===== src/rtl/baccarat_pkg.sv =====
// Shared types and helpers for the baccarat hand sequencer.
// State encoding, card-rank constants and the third-card drawing rule.
package baccarat_pkg;

    typedef enum logic [3:0] {
        DEAL_P1 = 4'd0,
        DEAL_D1 = 4'd1,
        DEAL_P2 = 4'd2,
        DEAL_D2 = 4'd3,
        EVAL_P  = 4'd4,
        DEAL_P3 = 4'd5,
        EVAL_D  = 4'd6,
        DEAL_D3 = 4'd7,
        DONE    = 4'd8,
        PAUSE   = 4'd9
    } state_e;

    localparam logic [3:0] RANK_EMPTY = 4'd0;
    localparam logic [3:0] RANK_TEN   = 4'd10;
    localparam logic [3:0] NATURAL    = 4'd8;

    // Tens, faces and out-of-range ranks count zero.
    function automatic logic [3:0] card_value(input logic [3:0] rank);
        return (rank < RANK_TEN) ? rank : RANK_EMPTY;
    endfunction

    function automatic logic dealer_draws(input logic [3:0] d,
                                          input logic [3:0] v);
        logic draw;
        case (d)
            4'd0, 4'd1, 4'd2: draw = 1'b1;
            4'd3:    draw = (v != 4'd8);
            4'd4:    draw = (v >= 4'd2) && (v <= 4'd7);
            4'd5:    draw = (v >= 4'd4) && (v <= 4'd7);
            4'd6:    draw = (v == 4'd6) || (v == 4'd7);
            default: draw = 1'b0;
        endcase
        return draw;
    endfunction

    function automatic logic [7:0] sat_inc(input logic [7:0] c);
        return (c == 8'hFF) ? c : c + 8'd1;
    endfunction

endpackage


===== src/rtl/baccarat_sequencer_if.sv =====
// Card datapath <-> sequencer bundle: scores in, load strobes and
// result lights out of the sequencer.
interface baccarat_sequencer_if;

    logic [3:0] pscore;
    logic [3:0] dscore;
    logic [3:0] pcard3;
    logic       load_pcard1;
    logic       load_pcard2;
    logic       load_pcard3;
    logic       load_dcard1;
    logic       load_dcard2;
    logic       load_dcard3;
    logic       player_win_light;
    logic       dealer_win_light;
    logic       hand_done;

    modport master (
        input  pscore, dscore, pcard3,
        output load_pcard1, load_pcard2, load_pcard3,
        output load_dcard1, load_dcard2, load_dcard3,
        output player_win_light, dealer_win_light, hand_done
    );

    modport slave (
        output pscore, dscore, pcard3,
        input  load_pcard1, load_pcard2, load_pcard3,
        input  load_dcard1, load_dcard2, load_dcard3,
        input  player_win_light, dealer_win_light, hand_done
    );

endinterface


===== src/rtl/baccarat_sequencer_pause_timer.sv =====
// 4-bit load / count-down timer; expired while the count sits at zero.
// Loaded with length-1 so the pause lasts exactly the requested cycles.
module pause_timer (
    input  logic       clk,
    input  logic       resetb,
    input  logic       load_i,
    input  logic [3:0] val_i,
    input  logic       dec_i,
    output logic       expired_o
);

    logic [3:0] cnt_q, cnt_d;

    always_ff @(posedge clk) begin
        if (!resetb) cnt_q <= 4'd0;
        else         cnt_q <= cnt_d;
    end

    always_comb begin
        cnt_d = cnt_q;
        if (load_i)                       cnt_d = val_i;
        else if (dec_i && cnt_q != 4'd0)  cnt_d = cnt_q - 4'd1;
    end

    assign expired_o = (cnt_q == 4'd0);

endmodule


===== src/rtl/baccarat_sequencer.sv =====
// Moore sequencer for one baccarat hand: deal strobes, third-card rules,
// win lights. Define BACCARAT_TALLY_EN for saturating win/tie tallies.
module baccarat_sequencer
    import baccarat_pkg::*;
#(
    parameter int PAUSE_CYCLES = 0
) (
    input  logic       slow_clock,
    input  logic       resetb,
`ifdef BACCARAT_TALLY_EN
    input  logic       tally_clrb,
    output logic [7:0] player_wins,
    output logic [7:0] dealer_wins,
    output logic [7:0] ties,
`endif
    baccarat_sequencer_if.master bus
);

    localparam bit PAUSE_EN = (PAUSE_CYCLES > 0);
    localparam logic [3:0] PAUSE_LOAD =
        PAUSE_EN ? 4'(PAUSE_CYCLES - 1) : 4'd0;

    state_e state_q, state_d, ret_q, ret_d, succ;
    logic   is_deal, tmr_load, tmr_expired, enter_done;
    logic   pwin_q, pwin_d, dwin_q, dwin_d;
    logic   resample_q, resample_d;

    pause_timer u_pause (
        .clk       (slow_clock),
        .resetb    (resetb),
        .load_i    (tmr_load),
        .val_i     (PAUSE_LOAD),
        .dec_i     (state_q == PAUSE),
        .expired_o (tmr_expired)
    );

    always_ff @(posedge slow_clock) begin
        if (!resetb) begin
            state_q    <= DEAL_P1;
            ret_q      <= DEAL_P1;
            pwin_q     <= 1'b0;
            dwin_q     <= 1'b0;
            resample_q <= 1'b0;
        end else begin
            state_q    <= state_d;
            ret_q      <= ret_d;
            pwin_q     <= pwin_d;
            dwin_q     <= dwin_d;
            resample_q <= resample_d;
        end
    end

    always_comb begin
        state_d  = state_q;
        ret_d    = ret_q;
        succ     = DEAL_P1;
        is_deal  = 1'b0;
        tmr_load = 1'b0;
        unique case (state_q)
            DEAL_P1: begin is_deal = 1'b1; succ = DEAL_D1; end
            DEAL_D1: begin is_deal = 1'b1; succ = DEAL_P2; end
            DEAL_P2: begin is_deal = 1'b1; succ = DEAL_D2; end
            DEAL_D2: begin is_deal = 1'b1; succ = EVAL_P;  end
            DEAL_P3: begin is_deal = 1'b1; succ = EVAL_D;  end
            DEAL_D3: begin is_deal = 1'b1; succ = DONE;    end
            EVAL_P: begin
                if (bus.pscore >= NATURAL || bus.dscore >= NATURAL)
                    state_d = DONE;
                else if (bus.pscore <= 4'd5)
                    state_d = DEAL_P3;
                else if (bus.dscore <= 4'd5)
                    state_d = DEAL_D3;
                else
                    state_d = DONE;
            end
            EVAL_D: begin
                state_d = dealer_draws(bus.dscore, card_value(bus.pcard3))
                        ? DEAL_D3 : DONE;
            end
            DONE:    state_d = DONE;
            PAUSE:   if (tmr_expired) state_d = ret_q;
            default: state_d = DEAL_P1;
        endcase
        if (is_deal) begin
            if (PAUSE_EN) begin
                state_d  = PAUSE;
                ret_d    = succ;
                tmr_load = 1'b1;
            end else begin
                state_d  = succ;
            end
        end

        // Lights latch on DONE entry; a direct D3 entry samples once more.
        enter_done = (state_d == DONE) && (state_q != DONE);
        pwin_d     = pwin_q;
        dwin_d     = dwin_q;
        if (enter_done || resample_q) begin
            pwin_d = (bus.pscore >= bus.dscore);
            dwin_d = (bus.dscore >= bus.pscore);
        end
        resample_d = enter_done && (state_q == DEAL_D3);
    end

    always_comb begin
        bus.load_pcard1      = (state_q == DEAL_P1);
        bus.load_dcard1      = (state_q == DEAL_D1);
        bus.load_pcard2      = (state_q == DEAL_P2);
        bus.load_dcard2      = (state_q == DEAL_D2);
        bus.load_pcard3      = (state_q == DEAL_P3);
        bus.load_dcard3      = (state_q == DEAL_D3);
        bus.hand_done        = (state_q == DONE);
        bus.player_win_light = pwin_q;
        bus.dealer_win_light = dwin_q;
    end

`ifdef BACCARAT_TALLY_EN
    // Tallies survive resetb so they can span many hands.
    always_ff @(posedge slow_clock) begin
        if (!tally_clrb) begin
            player_wins <= 8'd0;
            dealer_wins <= 8'd0;
            ties        <= 8'd0;
        end else if (resetb && enter_done) begin
            if (pwin_d && !dwin_d)
                player_wins <= sat_inc(player_wins);
            else if (dwin_d && !pwin_d)
                dealer_wins <= sat_inc(dealer_wins);
            else
                ties <= sat_inc(ties);
        end
    end
`endif

endmodule


===== src/flat_wrapper.sv =====
// flat-port wrapper written by rule: the top's interface ports become plain ports
module baccarat_sequencer_flat import baccarat_pkg::*;
#(
    parameter int PAUSE_CYCLES = 0
)
  (slow_clock, resetb, bus_pscore, bus_dscore, bus_pcard3, bus_load_pcard1, bus_load_pcard2, bus_load_pcard3, bus_load_dcard1, bus_load_dcard2, bus_load_dcard3, bus_player_win_light, bus_dealer_win_light, bus_hand_done);
  baccarat_sequencer_if bus_i ();
  input  logic slow_clock;
  input  logic resetb;
  input wire logic [$bits(bus_i.pscore)-1:0] bus_pscore;
  input wire logic [$bits(bus_i.dscore)-1:0] bus_dscore;
  input wire logic [$bits(bus_i.pcard3)-1:0] bus_pcard3;
  output wire logic [$bits(bus_i.load_pcard1)-1:0] bus_load_pcard1;
  output wire logic [$bits(bus_i.load_pcard2)-1:0] bus_load_pcard2;
  output wire logic [$bits(bus_i.load_pcard3)-1:0] bus_load_pcard3;
  output wire logic [$bits(bus_i.load_dcard1)-1:0] bus_load_dcard1;
  output wire logic [$bits(bus_i.load_dcard2)-1:0] bus_load_dcard2;
  output wire logic [$bits(bus_i.load_dcard3)-1:0] bus_load_dcard3;
  output wire logic [$bits(bus_i.player_win_light)-1:0] bus_player_win_light;
  output wire logic [$bits(bus_i.dealer_win_light)-1:0] bus_dealer_win_light;
  output wire logic [$bits(bus_i.hand_done)-1:0] bus_hand_done;
  assign bus_i.pscore = bus_pscore;
  assign bus_i.dscore = bus_dscore;
  assign bus_i.pcard3 = bus_pcard3;
  assign bus_load_pcard1 = bus_i.load_pcard1;
  assign bus_load_pcard2 = bus_i.load_pcard2;
  assign bus_load_pcard3 = bus_i.load_pcard3;
  assign bus_load_dcard1 = bus_i.load_dcard1;
  assign bus_load_dcard2 = bus_i.load_dcard2;
  assign bus_load_dcard3 = bus_i.load_dcard3;
  assign bus_player_win_light = bus_i.player_win_light;
  assign bus_dealer_win_light = bus_i.dealer_win_light;
  assign bus_hand_done = bus_i.hand_done;
  baccarat_sequencer #(.PAUSE_CYCLES(PAUSE_CYCLES)) u_core (.slow_clock(slow_clock), .resetb(resetb), .bus(bus_i));
endmodule

===== config.mk =====
export PLATFORM = sky130hd
export DESIGN_NAME = baccarat_sequencer_flat
export DESIGN_NICKNAME = d
export VERILOG_FILES = /design/src/rtl/baccarat_pkg.sv /design/src/rtl/baccarat_sequencer_if.sv /design/src/rtl/baccarat_sequencer_pause_timer.sv /design/src/rtl/baccarat_sequencer.sv /design/src/flat_wrapper.sv
export SDC_FILE = /design/constraint.sdc
export NUM_CORES = 1
export LEC_CHECK = 0
export ABC_AREA = 1
export CORE_MARGIN = 2
export CORE_UTILIZATION = 35
export CTS_CLUSTER_SIZE = 12
export DETAILED_ROUTE_END_ITERATION = 8
export PLACE_DENSITY = 0.72
export RECOVER_POWER = 100
export SYNTH_ARGS = -nofsm -noshare
export SYNTH_HDL_FRONTEND = slang
export SYNTH_SLANG_ARGS = --single-unit
export TNS_END_PERCENT = 20

===== constraint.sdc =====
create_clock -name slow_clock -period 1.7 [get_ports slow_clock]
set_input_delay 0.425 -clock slow_clock [delete_from_list [all_inputs] [get_ports slow_clock]]
set_output_delay 0.425 -clock slow_clock [all_outputs]
set_load 0.02 [all_outputs]

# Word-level counts from Yosys, hierarchy flattened
# Cells that the tools add are included.
# W data, S select, Z words.
# classes
n_eq_ne	20
magnitude_cmp	10
n_addsub	1
muxes	12
reduce_logical	14
# ops
operator	n
$eq A4 B3 Y1 const B	9
$mux W4	7
$pmux W4 S6	1
$pmux W4 S5	1
$eq A4 B2 Y1 const B	4
$eq A4 B4 Y1 const B	3
$le A4 B3 Y1 const B	3
$logic_not A4 Y1	3
$eq A4 B1 Y1 const B	2
$ge A4 B4 Y1	2
$ge A4 B4 Y1 const B	2
$ne A4 B4 Y1 const B	2
$reduce_or A6 Y1	1
$logic_and A1 B1 Y1	5
$pmux W1 S5	1
$ge A4 B2 Y1 const B	1
$ge A4 B3 Y1 const B	1
$lt A4 B4 Y1 const B	1
$reduce_bool A4 Y1	1
$sub A4 B1 Y4 const B	1
$logic_or A1 B1 Y1	3
$reduce_or A3 Y1	1
$mux W1	2
# totals
in_bits	14
elab_cells	62
out_inout_bits	9
reg_bits	11

# Depth between registers and ports, before layout
# logic_depth
ltp_word	12
mapped_depth	14
mapped_depth_nobuf	14

# By module
# A second synthesis with hierarchy kept.
# unflattened
cells_unflattened	149
hier_area_um2	935.9
# modules_own_cells
mod	cells_per_inst	area_each_um2	seq_area_each_um2	instances
baccarat_sequencer	108	661.9	140.1	1
pause_timer	41	274.0	80.1	1

# Worst setup path before layout
# No wires, ideal clock.
# synth_path
path_type	input to register
start	in bus_dscore[3]
end	reg u_core.pwin_q, in the netlist u_core.bus.player_win_light
stages	10
setup_slack_ns	0.158
t_required_ns	1.586
path_buffers	0
setup_time_ns	0.114
t_arrival_ns	1.428
path_cell_list	inv_1 ha_1 nand2_1 inv_1 a221oi_1 inv_1 nor2_1 nand2_1 nand2_1 nor2_2
# synth_between
elab_chain_cells	10
elab_cells_between_ends	23
cone_classes	3 x order compare; 7 x eq/ne; 8 x mux; 5 x reduce/logical
# synth_lines
item	line	text
start, declared	flat_wrapper.sv:11	input wire logic [$bits(bus_i.dscore)-1:0] bus_dscore;
$eq A4 B1 Y1 (tied with other cells)	baccarat_pkg.sv:30	case (d)
$reduce_or A3 Y1	baccarat_pkg.sv:30	
$pmux W1 S5	baccarat_pkg.sv:30	
$mux W1	baccarat_sequencer.sv:59	unique case (state_q)
$mux W4	baccarat_sequencer.sv:78	? DEAL_D3 : DONE;
$pmux W4 S5	baccarat_sequencer.sv:59	
$mux W4	baccarat_sequencer.sv:84	if (is_deal) begin
$eq A4 B4 Y1	baccarat_sequencer.sv:95	enter_done = (state_d == DONE) && (state_q != DONE);
$logic_and A1 B1 Y1	baccarat_sequencer.sv:95	
$logic_or A1 B1 Y1	baccarat_sequencer.sv:98	if (enter_done || resample_q) begin
end signal, assigned	baccarat_sequencer.sv:47	pwin_q <= pwin_d;
end, declared	baccarat_sequencer.sv:25	logic pwin_q, pwin_d, dwin_q, dwin_d;
# Parallel ways exist; a longest one is shown, timed or not. The select of a mux whose other input is x is not followed.
# A chain may end at the register's enable or synchronous reset.

# Final worst setup path
# layout_path
start	in bus_pcard3[0]
end	reg u_core.dwin_q, in the netlist u_core.bus.dealer_win_light
# layout_between
elab_chain_cells	12
elab_cells_between_ends	19
cone_classes	4 x order compare; 4 x eq/ne; 6 x mux; 5 x reduce/logical
# layout_lines
item	line	text
start, declared	flat_wrapper.sv:12	input wire logic [$bits(bus_i.pcard3)-1:0] bus_pcard3;
$lt A4 B4 Y1	baccarat_pkg.sv:24	return (rank < RANK_TEN) ? rank : RANK_EMPTY;
$mux W4 (*)	baccarat_pkg.sv:24	
$ge A4 B3 Y1 (tied with other cells)	baccarat_pkg.sv:34	4'd5: draw = (v >= 4'd4) && (v <= 4'd7);
$logic_and A1 B1 Y1 (tied with other cells)	baccarat_pkg.sv:34	
$pmux W1 S5 (*)	baccarat_pkg.sv:30	
$mux W1 (*)	baccarat_sequencer.sv:59	
$mux W4 (*)	baccarat_sequencer.sv:78	
$pmux W4 S5 (*)	baccarat_sequencer.sv:59	
$mux W4 (*)	baccarat_sequencer.sv:84	
$eq A4 B4 Y1 (*)	baccarat_sequencer.sv:95	
$logic_and A1 B1 Y1 (*)	baccarat_sequencer.sv:95	
$logic_or A1 B1 Y1 (*)	baccarat_sequencer.sv:98	
end signal, assigned	baccarat_sequencer.sv:48	dwin_q <= dwin_d;
end, declared	baccarat_sequencer.sv:25	
# Every way passes the cells marked *; elsewhere a longest branch is shown, timed or not. The select of a mux whose other input is x is not followed.

==> results by group <==
Clocking
  • CTS tree: yes
  • Clock Tree Buf Depth: 2
  • Inserted Clock Buffers: 3
  • Hold-fix buffers, CTS: 0
  • Clk sinks: 11
  • H-tree levels: 1
  • Clock Latency Late Sink: 270 ps
  • Worst-path clk slew: 70 ps
  • Root buffer cell: clkbuf_4

Pwr
  • Power Dens Cells: 551 nW/um^2
  • Maximum vdd drop: 0.573 mV
  • P_leak: 0.723 nW
  • Total chip power: 0.713 mW
  • Combinational share of power: 0.357
  • Pint: 0.473 mW
  • Sequential power share: 0.391
  • Net Sw Frac: 0.336
  • Net Sw Power: 0.239 mW
  • Clk pwr share: 0.252

Critical path
  • Critical register-to-register path startpoint: u_core.u_pause.cnt_q[0]$_SDFFE_PN0P_
  • CP Class: in2reg
  • Crit path from: bus_pcard3[0]
  • Startpoint Class: input port
  • Worst EP required: 1870 ps
  • Crit Path Max Fanout: 4
  • Worst Setup End Kind: register
  • WP data arrival: 1880 ps

Logic synthesis
  • Sequential share of the synthesized area: 0.265
  • Number of synthesis warnings: 0
  • Cell count after synthesis: 131
  • Synthesized area: 832 sq um
  • Yosys reg bits: 11
  • Syn_nets: 150
  • Synth cell types: 22
  • Mean Syn Cell Area: 6.35 sq um

Floorplan
  • Std cell rows: 17
  • Die Y: 52.8 um
  • Die area: 2780 sq um
  • Width of the die: 52.8 um
  • Placeable core region: 2230 sq um
  • IO Count: 23
  • Initial Util: 0.373

Drt
  • Wire length on met3: 117 um
  • Met2 routed WL: 1190 um
  • M1 WL: 928 um
  • Highest routed metal layer: met4
  • Wire per inst: 11.1 um
  • TritonRoute pass-1 iters: 4
  • DRT iter0 DRCs: 28
  • Routed Antenna Nets: 0
  • DRC violations left: 0
  • Vias/cell: 4.68
  • Total Wirelength: 2260 um
  • Vias: 951

Final layout
  • Most frequent cells in the layout: nand2_1, inv_1, nor2_1
  • Fin util: 0.579
  • Final net count: 195
  • Share of layout cells above drive strength 1: 0.389
  • Non-Filler Instances: 203
  • P&R area growth vs syn: 55.5%
  • # diodes: 0
  • Most common library cell in the layout ignoring fill and taps: nand2_1

STA
  • Max Slew Vio Count: 0
  • Endpoints failing hold: 0
  • Final Cycle Share: 1.00
  • Measured slew at the worst slew-check pin: 344 ps
  • Final Skew: 2.64 ps
  • Fmax achieved: 586 MHz
  • Worst setup margin: -7.65 ps
  • RSZ-0062 raised after global routing: yes
  • Setup TNS: -7.65 ps
  • Period minus WS final: 1710 ps
  • Endpoints failing setup: 1
  • Slew headroom: 0.770

Worst hold path
  • Hold WC Path Type: reg2reg
  • HP Start: u_core.u_pause.cnt_q[0]$_SDFFE_PN0P_

Global route
  • Number of antenna violations at the first check in global routing: 0
  • Gr ovfl total: 0
  • Tot GR Track Use: 0.184
  • Largest net degree at the start of global routing: 11
  • Vias in the first global route: 920
  • First-pass GRT wire length: 3710 um

Placed design
  • Dpl hpwl: 1620 um
  • # placed instances: 195
  • IO Port Bufs: 22
  • Setup slack after placement: -454 ps
  • GPL Wtd Cong: 0.799

Status
  • Status: finished, violations left
  • Failing checks: setup timing

Job
  • Max-cap violations: 0
[power by group through the flow]
stage / clock network [mW] / logic, mW / registers [mW]
3_5_place_dp: 0 / 0.244 / 0.283
2_1_floorplan: 0 / 0.124 / 0.282
3_3_place_gp: 0 / 0.240 / 0.282
6_report: 0.180 / 0.254 / 0.279
5_1_grt: 0.202 / 0.280 / 0.281
4_1_cts: 0.187 / 0.247 / 0.278
[routing by layer]
| metal | track usage | vias to the layer above |
|---|---|---|
| met4 | 0.0684 | 0 |
| met2 | 0.327 | 27 |
| met3 | 0.0543 | 4 |
| met5 | 0 | - |
| li1 | - | 492 |
| met1 | 0.203 | 428 |
[critical path, cell delays in order]
cell and delay, ps:
clkdlybuf4s50_1 390, nor2_1 110, nand3_1 90, nand2_1 70, nand2_1 90, nand3_2 120, nand3_2 100, nor2_2 120
nand3_2 100, nand2_4 100, nand2_1 50, nand2_1 70, nor2_2 40
[cells by family after synthesis]
group,Yosys count,synth area share
compound gates,12,0.0857
flops,11,0.265
fa+ha+maj,5,0.0752
buf+inv,29,0.143
simple gates,74,0.432
[state kept, by name (all words and copies together), names as in the netlist]
signal,flops
u_core.bus.dealer_win_light,1
u_core.bus.player_win_light,1
u_core.resample_q,1
u_core.state_q,4
u_core.u_pause.cnt_q,4
[cells in the mapped netlist]
cell type | n | area share
nor3_4 | 2 | 0.039
nand2_2 | 4 | 0.030
nor2_1 | 25 | 0.11
nor3_1 | 2 | 0.012
nand2_1 | 26 | 0.12
inv_1 | 25 | 0.11
dfxtp_1 | 11 | 0.26
ha_1 | 5 | 0.075
nand4_1 | 1 | 0.0075
nor3_2 | 1 | 0.012
inv_2 | 3 | 0.014
nand3_1 | 5 | 0.030
o21ai_0 | 4 | 0.024
o31ai_1 | 1 | 0.0090
nand3_2 | 2 | 0.024
a221oi_1 | 1 | 0.011
nor2_2 | 5 | 0.038
o21a_1 | 1 | 0.0090
nor3b_1 | 1 | 0.0090
o21bai_1 | 1 | 0.0090
a21oi_1 | 4 | 0.024
clkbuf_8 | 1 | 0.017
[stage by stage]
stage                     instance area (sq um)  hold slack [ps]
after floorplan                             832              422
after global placement                     1190              439
after detailed placement                   1190              445
after CTS                                  1240              458
after global routing                       1290              462
final                                      1290              442
[final timing paths]
kind / end / slack [ps] / depth (start not counted)
min: u_core.u_pause.cnt_q[0]$_SDFFE_PN0P_ / 440 / 1
min reg2reg: u_core.u_pause.cnt_q[0]$_SDFFE_PN0P_ / 440 / 1
max reg2reg: u_core.bus.dealer_win_light$_SDFFE_PN0P_ / 40 / 13
max: u_core.bus.dealer_win_light$_SDFFE_PN0P_ / -8 / 13
[cell type report]
| cell class | instances | area, sq um |
|---|---|---|
| well taps | 28 | 35.0 |
| inverters | 28 | 105 |
| flip-flops and latches | 11 | 225 |
| clock buffers | 3 | 22.5 |
| multi-input cells | 91 | 568 |
| repair buffers | 41 | 333 |
| clock inverters | 1 | 5.00 |
| fillers | 213 | 940 |
[timing repair]
item	4_1_cts	5_1_grt
buffers inserted	1	3
endpoints found under the setup margin	9	10
pin swaps	3	15
resized for setup	20	37
(Power assumes the default switching activity.)
